<file path="src/rtl/input_port_buffer_if.sv">
`default_nettype none
// ============================================================================
// Module      : input_port_buffer_if
// Description : Flit ingress, route-compute and crossbar handshake bundle for
//               one router input port. The slave modport belongs to the
//               buffer. The master modport belongs to its environment.
//               The pkt_cnt signal exists only when IPB_PKT_CNT_EN is defined.
// Revision    : 1.0 - initial release
// ============================================================================
interface input_port_buffer_if #(
  parameter int FLIT_W = 8
);
  logic [FLIT_W-1:0] flit_in;
  logic              flit_in_valid;
  logic              flit_in_ready;
  logic [FLIT_W-1:0] head_flit;
  logic [4:0]        route_req_in;
  logic [FLIT_W-1:0] flit_out;
  logic              flit_out_valid;
  logic [4:0]        out_req;
  logic              grant_in;
  logic              err_flag;
`ifdef IPB_PKT_CNT_EN
  logic [15:0]       pkt_cnt;
`endif

  modport slave (
`ifdef IPB_PKT_CNT_EN
    output pkt_cnt,
`endif
    input  flit_in, flit_in_valid, route_req_in, grant_in,
    output flit_in_ready, head_flit, flit_out, flit_out_valid, out_req, err_flag
  );

  modport master (
`ifdef IPB_PKT_CNT_EN
    input  pkt_cnt,
`endif
    output flit_in, flit_in_valid, route_req_in, grant_in,
    input  flit_in_ready, head_flit, flit_out, flit_out_valid, out_req, err_flag
  );
endinterface
`default_nettype wire

</file>
<file path="src/rtl/input_port_buffer.sv">
`default_nettype none
// ============================================================================
// Module      : input_port_buffer
// Description : Per-input-port flit FIFO with wormhole route-lock controller.
//               Buffers flits and presents the head flit to route compute.
//               Latches the one-hot output request from header to tail.
//               Forwards flits to the crossbar under a valid/grant handshake.
//               Optional packet counter: define IPB_PKT_CNT_EN.
// Revision    : 1.0 - initial release
// ============================================================================
module input_port_buffer #(
  parameter int FLIT_W  = 8,
  parameter int DEPTH   = 4,
  parameter int DEPTH_W = 2
) (
  input  logic                clk,
  input  logic                rst_n,
  input_port_buffer_if.slave  bus
);

  localparam logic [1:0]       c_TYPE_HEADER = 2'b10;
  localparam logic [1:0]       c_TYPE_TAIL   = 2'b01;
  localparam logic [1:0]       c_TYPE_SINGLE = 2'b11;
  localparam logic [DEPTH_W:0] c_FULL_COUNT  = (DEPTH_W + 1)'(DEPTH);

  typedef enum logic [1:0] {
    S_IDLE   = 2'd0,
    S_ACTIVE = 2'd1,
    S_DROP   = 2'd2
  } state_t;

  logic [FLIT_W-1:0]  r_mem [DEPTH];
  logic [DEPTH_W-1:0] r_wr_ptr;
  logic [DEPTH_W-1:0] r_rd_ptr;
  logic [DEPTH_W:0]   r_count;
  state_t             r_state;
  logic               r_first;
  logic [4:0]         r_out_req;
  logic               r_err;

  logic               w_full;
  logic               w_empty;
  logic               w_push;
  logic               w_pop;
  logic [FLIT_W-1:0]  w_head;
  logic [1:0]         w_head_type;
  logic               w_head_is_hdr;
  logic               w_head_is_tail;
  logic               w_req_onehot;
  logic               w_out_valid;

  assign w_full         = (r_count == c_FULL_COUNT);
  assign w_empty        = (r_count == '0);
  assign w_push         = bus.flit_in_valid && !w_full;
  assign w_head         = r_mem[r_rd_ptr];
  assign w_head_type    = w_head[7:6];
  assign w_head_is_hdr  = (w_head_type == c_TYPE_HEADER) || (w_head_type == c_TYPE_SINGLE);
  assign w_head_is_tail = (w_head_type == c_TYPE_TAIL)   || (w_head_type == c_TYPE_SINGLE);
  assign w_req_onehot   = (bus.route_req_in != 5'd0) &&
                          ((bus.route_req_in & (bus.route_req_in - 5'd1)) == 5'd0);
  assign w_out_valid    = (r_state == S_ACTIVE) && !w_empty;

  // Pop source depends on state: discard stray flits, forward granted flits, or drain.
  always_comb begin
    w_pop = 1'b0;
    case (r_state)
      S_IDLE:   w_pop = !w_empty && !w_head_is_hdr;
      S_ACTIVE: w_pop = w_out_valid && bus.grant_in;
      S_DROP:   w_pop = !w_empty;
      default:  w_pop = 1'b0;
    endcase
  end

  // Storage array; contents need no reset because the pointers define validity.
  always_ff @(posedge clk) begin
    if (w_push) begin
      r_mem[r_wr_ptr] <= bus.flit_in;
    end
  end

  // Circular pointers and occupancy; a simultaneous push and pop keeps count unchanged.
  always_ff @(posedge clk or negedge rst_n) begin
    if (!rst_n) begin
      r_wr_ptr <= '0;
      r_rd_ptr <= '0;
      r_count  <= '0;
    end else begin
      if (w_push) r_wr_ptr <= r_wr_ptr + 1'b1;
      if (w_pop)  r_rd_ptr <= r_rd_ptr + 1'b1;
      case ({w_push, w_pop})
        2'b10:   r_count <= r_count + 1'b1;
        2'b01:   r_count <= r_count - 1'b1;
        default: r_count <= r_count;
      endcase
    end
  end

  // Wormhole controller: lock the route on a header, hold it to the tail, drop bad packets.
  always_ff @(posedge clk or negedge rst_n) begin
    if (!rst_n) begin
      r_state   <= S_IDLE;
      r_first   <= 1'b0;
      r_out_req <= '0;
      r_err     <= 1'b0;
    end else begin
      case (r_state)
        S_IDLE: begin
          if (!w_empty) begin
            if (w_head_is_hdr) begin
              if (w_req_onehot) begin
                r_out_req <= bus.route_req_in;
                r_first   <= 1'b1;
                r_state   <= S_ACTIVE;
              end else begin
                r_err   <= 1'b1;
                r_state <= S_DROP;
              end
            end else begin
              // Body or tail with no open packet is popped and discarded.
              r_err <= 1'b1;
            end
          end
        end
        S_ACTIVE: begin
          if (w_pop) begin
            r_first <= 1'b0;
            // The packet's own header is the first pop; any later header is a protocol error.
            if (w_head_is_hdr && !r_first) r_err <= 1'b1;
            if (w_head_is_tail) begin
              r_out_req <= '0;
              r_state   <= S_IDLE;
            end
          end
        end
        S_DROP: begin
          if (w_pop && w_head_is_tail) r_state <= S_IDLE;
        end
        default: r_state <= S_IDLE;
      endcase
    end
  end

`ifdef IPB_PKT_CNT_EN
  logic [15:0] r_pkt_cnt;

  // Count packets whose tail is forwarded; dropped packets never reach ACTIVE.
  always_ff @(posedge clk or negedge rst_n) begin
    if (!rst_n) begin
      r_pkt_cnt <= '0;
    end else if ((r_state == S_ACTIVE) && w_pop && w_head_is_tail) begin
      r_pkt_cnt <= r_pkt_cnt + 16'd1;
    end
  end

  assign bus.pkt_cnt = r_pkt_cnt;
`endif

  assign bus.flit_in_ready  = !w_full;
  assign bus.head_flit      = w_head;
  assign bus.flit_out       = w_head;
  assign bus.flit_out_valid = w_out_valid;
  assign bus.out_req        = r_out_req;
  assign bus.err_flag       = r_err;

endmodule
`default_nettype wire

</file>
<file path="src/flat_wrapper.sv">
// flat-port wrapper written by rule: the top's interface ports become plain ports
module input_port_buffer_flat 
#(
  parameter int FLIT_W  = 8,
  parameter int DEPTH   = 4,
  parameter int DEPTH_W = 2
)
  (clk, rst_n, bus_flit_in, bus_flit_in_valid, bus_route_req_in, bus_grant_in, bus_flit_in_ready, bus_head_flit, bus_flit_out, bus_flit_out_valid, bus_out_req, bus_err_flag);
  input_port_buffer_if #(.FLIT_W(FLIT_W)) bus_i ();
  input  logic clk;
  input  logic rst_n;
  input wire logic [$bits(bus_i.flit_in)-1:0] bus_flit_in;
  input wire logic [$bits(bus_i.flit_in_valid)-1:0] bus_flit_in_valid;
  input wire logic [$bits(bus_i.route_req_in)-1:0] bus_route_req_in;
  input wire logic [$bits(bus_i.grant_in)-1:0] bus_grant_in;
  output wire logic [$bits(bus_i.flit_in_ready)-1:0] bus_flit_in_ready;
  output wire logic [$bits(bus_i.head_flit)-1:0] bus_head_flit;
  output wire logic [$bits(bus_i.flit_out)-1:0] bus_flit_out;
  output wire logic [$bits(bus_i.flit_out_valid)-1:0] bus_flit_out_valid;
  output wire logic [$bits(bus_i.out_req)-1:0] bus_out_req;
  output wire logic [$bits(bus_i.err_flag)-1:0] bus_err_flag;
  assign bus_i.flit_in = bus_flit_in;
  assign bus_i.flit_in_valid = bus_flit_in_valid;
  assign bus_i.route_req_in = bus_route_req_in;
  assign bus_i.grant_in = bus_grant_in;
  assign bus_flit_in_ready = bus_i.flit_in_ready;
  assign bus_head_flit = bus_i.head_flit;
  assign bus_flit_out = bus_i.flit_out;
  assign bus_flit_out_valid = bus_i.flit_out_valid;
  assign bus_out_req = bus_i.out_req;
  assign bus_err_flag = bus_i.err_flag;
  input_port_buffer #(.FLIT_W(FLIT_W), .DEPTH(DEPTH), .DEPTH_W(DEPTH_W)) u_core (.clk(clk), .rst_n(rst_n), .bus(bus_i));
endmodule
</file>
<file path="config.mk">
export PLATFORM = sky130hd
export DESIGN_NAME = input_port_buffer_flat
export DESIGN_NICKNAME = d
export VERILOG_FILES = /design/src/rtl/input_port_buffer_if.sv /design/src/rtl/input_port_buffer.sv /design/src/flat_wrapper.sv
export SDC_FILE = /design/constraint.sdc
export NUM_CORES = 1
export LEC_CHECK = 0
export ABC_CLOCK_PERIOD_IN_PS = 2560
export BUFFER_PORTS_ARGS = -buffer_cell sky130_fd_sc_hd__buf_4
export CAP_MARGIN = 40
export CORE_MARGIN = 1
export CORE_UTILIZATION = 49
export CTS_CLUSTER_DIAMETER = 40
export DETAILED_ROUTE_END_ITERATION = 16
export GPL_ROUTABILITY_DRIVEN = 0
export PLACE_DENSITY = 0.75
export SYNTH_ARGS = -nofsm -noshare
export SYNTH_HDL_FRONTEND = slang
export SYNTH_SLANG_ARGS = --single-unit
</file>
<file path="constraint.sdc">
create_clock -name clk -period 2.56 [get_ports clk]
set_clock_uncertainty 0.05 [all_clocks]
set_input_delay 0.128 -clock clk [delete_from_list [all_inputs] [get_ports clk]]
set_output_delay 0.128 -clock clk [all_outputs]
set_load 0.05 [all_outputs]
</file>
==> impl_results.rst <==
.. list-table::
   :header-rows: 1

   * - Metric
     - Value
   * - Number of iterations in the first detailed-routing pass
     - 4
   * - Critical Path Start Type
     - flip-flop
   * - Die Wd
     - between 60 and 70 um
   * - Insertion delay to the later sink of the worst-skew pair
     - 0.29 ns
   * - Cell Area, Synth
     - 0.00217 sq mm
   * - DR iter-0 viols
     - just under 90
   * - Measured slew at the worst slew-check pin
     - between 0.4 and 0.5 ns
   * - Number of global-route vias before repair
     - 1,329
   * - Number of filler cells placed in the layout
     - a little under 300
   * - Fraction of the mapped netlist area in compound gates
     - 5.08%
   * - Min cycle time layout
     - 2.33 ns
   * - Status
     - finished clean
   * - Leading register cell type out of synthesis
     - edfxtp_1
   * - DRC violations left
     - 0
   * - Largest net degree at the start of global routing
     - 17
   * - MaxCap Viol Count
     - 0
   * - Post-route clock period utilization
     - 91.0%
   * - Share of post-route cells with drive strength above 1
     - 34.2%
   * - Sum of net half-perimeters after detailed placement
     - between 2000 and 3000 um
   * - Post-CTS setup repair buffer count
     - 0
   * - Routed WL
     - between 3000 and 4000 um
   * - Mean routed wirelength per cell
     - 15.5 um
   * - Warnings, synthesis
     - 0
   * - Total grt overflow
     - 0
   * - Wire length of the first global-routing pass
     - 6040 um
   * - Mux share of post-synthesis cell area
     - 11.6%
   * - Proportion of synthesized flip-flops having asynchronous set or reset
     - between 30% and 40%
   * - Share of synthesized area occupied by flip-flops and latches
     - 62.8%
   * - Flops & latches, synth
     - 48
   * - Pins over their slew limit
     - 0
   * - Final count of hold timing violations
     - 0
   * - Cts bufs inserted
     - 5
   * - Clk slew on worst S/H paths
     - roughly 0.090 ns
   * - I/O Pins
     - between 40 and 50
   * - Die area
     - 0.00469 sq mm
   * - Average cell area after synthesis
     - 15.0 sq um
   * - Area share of fa/ha/maj cells after synthesis
     - roughly 3.8%
   * - Final setup viols
     - 0
   * - Worst slack on hold paths
     - 0.0482 ns
   * - # port buffers
     - 40
   * - Classification of the worst-slack hold path
     - input pin to flip-flop
   * - Overall track demand over capacity in global routing
     - 18.4%
   * - Number of antenna repair diodes
     - 0
   * - Arrival time worst endpoint
     - 2.50 ns
   * - Accumulated negative setup slack
     - 0 ns
   * - Number of buffers on the longest clock path
     - 2
   * - Xor and xnor area share after synthesis
     - 2.83%
   * - Area growth from synthesis to final layout
     - 24.0%
   * - Antenna violations before repair
     - 0
   * - Remaining antenna violation count after routing
     - 0
   * - Number of flops mapped to enable cells by yosys
     - 32
   * - CTS H-tree depth
     - 2
   * - Main combinational cell family by area after synthesis
     - multiplexers
   * - Root buffer cell
     - clkbuf_8
   * - TritonCTS clock tree
     - yes
   * - Start-to-end type of the worst setup path
     - flip-flop to flip-flop
   * - Worst relative slew slack
     - a little over two thirds
   * - Total core area
     - approximately 0.004 sq mm
   * - Req. time, crit path
     - ~2.7 ns
   * - Clock Sink Count
     - 48
   * - Via density per instance
     - 5.37
   * - Utilization after layout
     - 65.3%
   * - Type of element capturing the critical path
     - flip-flop
   * - Number of cells in the finished layout apart from fillers
     - 243
   * - Number of nets in the final layout
     - around 220
   * - Floorplan die height
     - 68.5 um
   * - FP Rows
     - 23
   * - Critical path fanouts, max
     - 2
   * - Post-synthesis instance total
     - between 100 and 150
   * - Placed Instances
     - 226
   * - Simple-gate portion of the synthesized area
     - under 10%
   * - Count of different cell masters after synthesis
     - 39
   * - Initial core utilization
     - between 50% and 60%
   * - Highest attainable clock frequency
     - between 0.4 and 0.5 GHz
   * - Net count after synthesis
     - 167
   * - Number of vias after detailed routing
     - around 1,300
   * - RSZ-0062 raised after global routing
     - false
-- critical path: stages, from the launching register on --
cell and delay [ns]:
dfrtp_1 0.38, mux4_2 0.53, a21oi_2 0.17, o21ai_2 0.08
inv_1 0.07, ha_2 0.18, inv_1 0.06, fa_2 0.33
xor2_1 0.15, nor2_1 0.12, xor2_1 0.15
-- placed cells by master (no fill, tap or decap), types with 2 or more instances in the layout --
cell	netlist	final
edfxtp_1	32	32
and2_1	2	2
mux4_2	8	8
clkinv_4	0	2
ha_1	5	4
dlygate4sd3_1	0	9
a21oi_1	2	2
nor3_1	4	4
clkbuf_8	0	5
nand2_1	10	10
dfrtp_1	16	16
inv_1	14	14
nand3_1	2	2
xnor2_1	4	4
xor2_1	3	3
mux2i_1	6	6
buf_4	8	43
and3_1	4	4
-- sequential cells by signal, summed over array words and instances, names as in the netlist --
signal	count
u_core.r_first	1
u_core.r_mem	32
u_core.r_wr_ptr	2
u_core.r_count	3
u_core.r_state	2
u_core.bus.err_flag	1
u_core.r_rd_ptr	2
u_core.bus.out_req	5
-- timing repair --
item | in CTS | in global routing
hold endpoints to repair | 48 | 0
gates resized for setup | 0 | 0
hold buffers | 9 | 0
-- stage by stage --
stage               setup WS (ns)  area [sq um]
global placement            0.300          2480
CTS                         0.223          2690
finish                      0.229          2690
detailed placement          0.250          2480
global route               0.0642          2690
floorplan                 -0.0281          2180
-- cell usage after synthesis (3+ instances only) --
cell type  number  area share, %
and3_1          4            1.2
buf_4           8            2.8
dfrtp_1        16             18
edfxtp_1       32             44
ha_1            5            2.9
inv_1          14            2.4
mux2i_1         6            2.8
mux4_2          8            8.3
nand2_1        10            1.7
nor3_1          4           0.92
xnor2_1         4            1.6
xor2_1          3            1.2
-- worst paths after layout --
path,startpoint,endpoint,slack [ns],depth (start not counted)
max in group asynchronous,rst_n,u_core.r_first,2.09,2
worst min-delay path,bus_route_req_in[0],u_core.bus.out_req[0],0.05,3
worst max-delay path,u_core.r_rd_ptr[0],u_core.r_count[2],0.23,10
worst min register to register,u_core.r_first,u_core.r_first,0.42,2
worst max register to register,u_core.r_rd_ptr[0],u_core.r_count[2],0.23,10
min in group asynchronous,rst_n,u_core.r_state[1],0.18,2
-- cell families after synthesis --
kind of cell | Yosys count
flip-flops | 48
AO/OA/AOI/OAI | 12
AND/OR/NAND/NOR | 31
XOR/XNOR | 7
adder cells (fa/ha/maj) | 6
buffers and inverters | 25
multiplexers | 15
-- area by class of cell --
cell class,count,area [sq um],share of cell area (%)
clock buffers,5,68.8,2.56
well taps,50,62.6,2.33
clock inverters,3,47.5,1.77
multi-input cells,71,682,25.4
inverters,14,52.6,1.96
repair buffers,52,413,15.4
flip-flops and latches,48,1360,50.7
-- metal layers --
metal / up-vias / wire (um) / track usage, %
met5: - / 0 / 0
met4: 0 / 25 / 7.55
met3: 4 / 134 / 4.11
met2: 26 / 2070 / 32.0
met1: 659 / 1540 / 22.0
li1: 617 / - / -
Power is left out: the tool's default activity adds up to more than one toggle a clock period on the data nets, which glitch-free logic cannot reach.
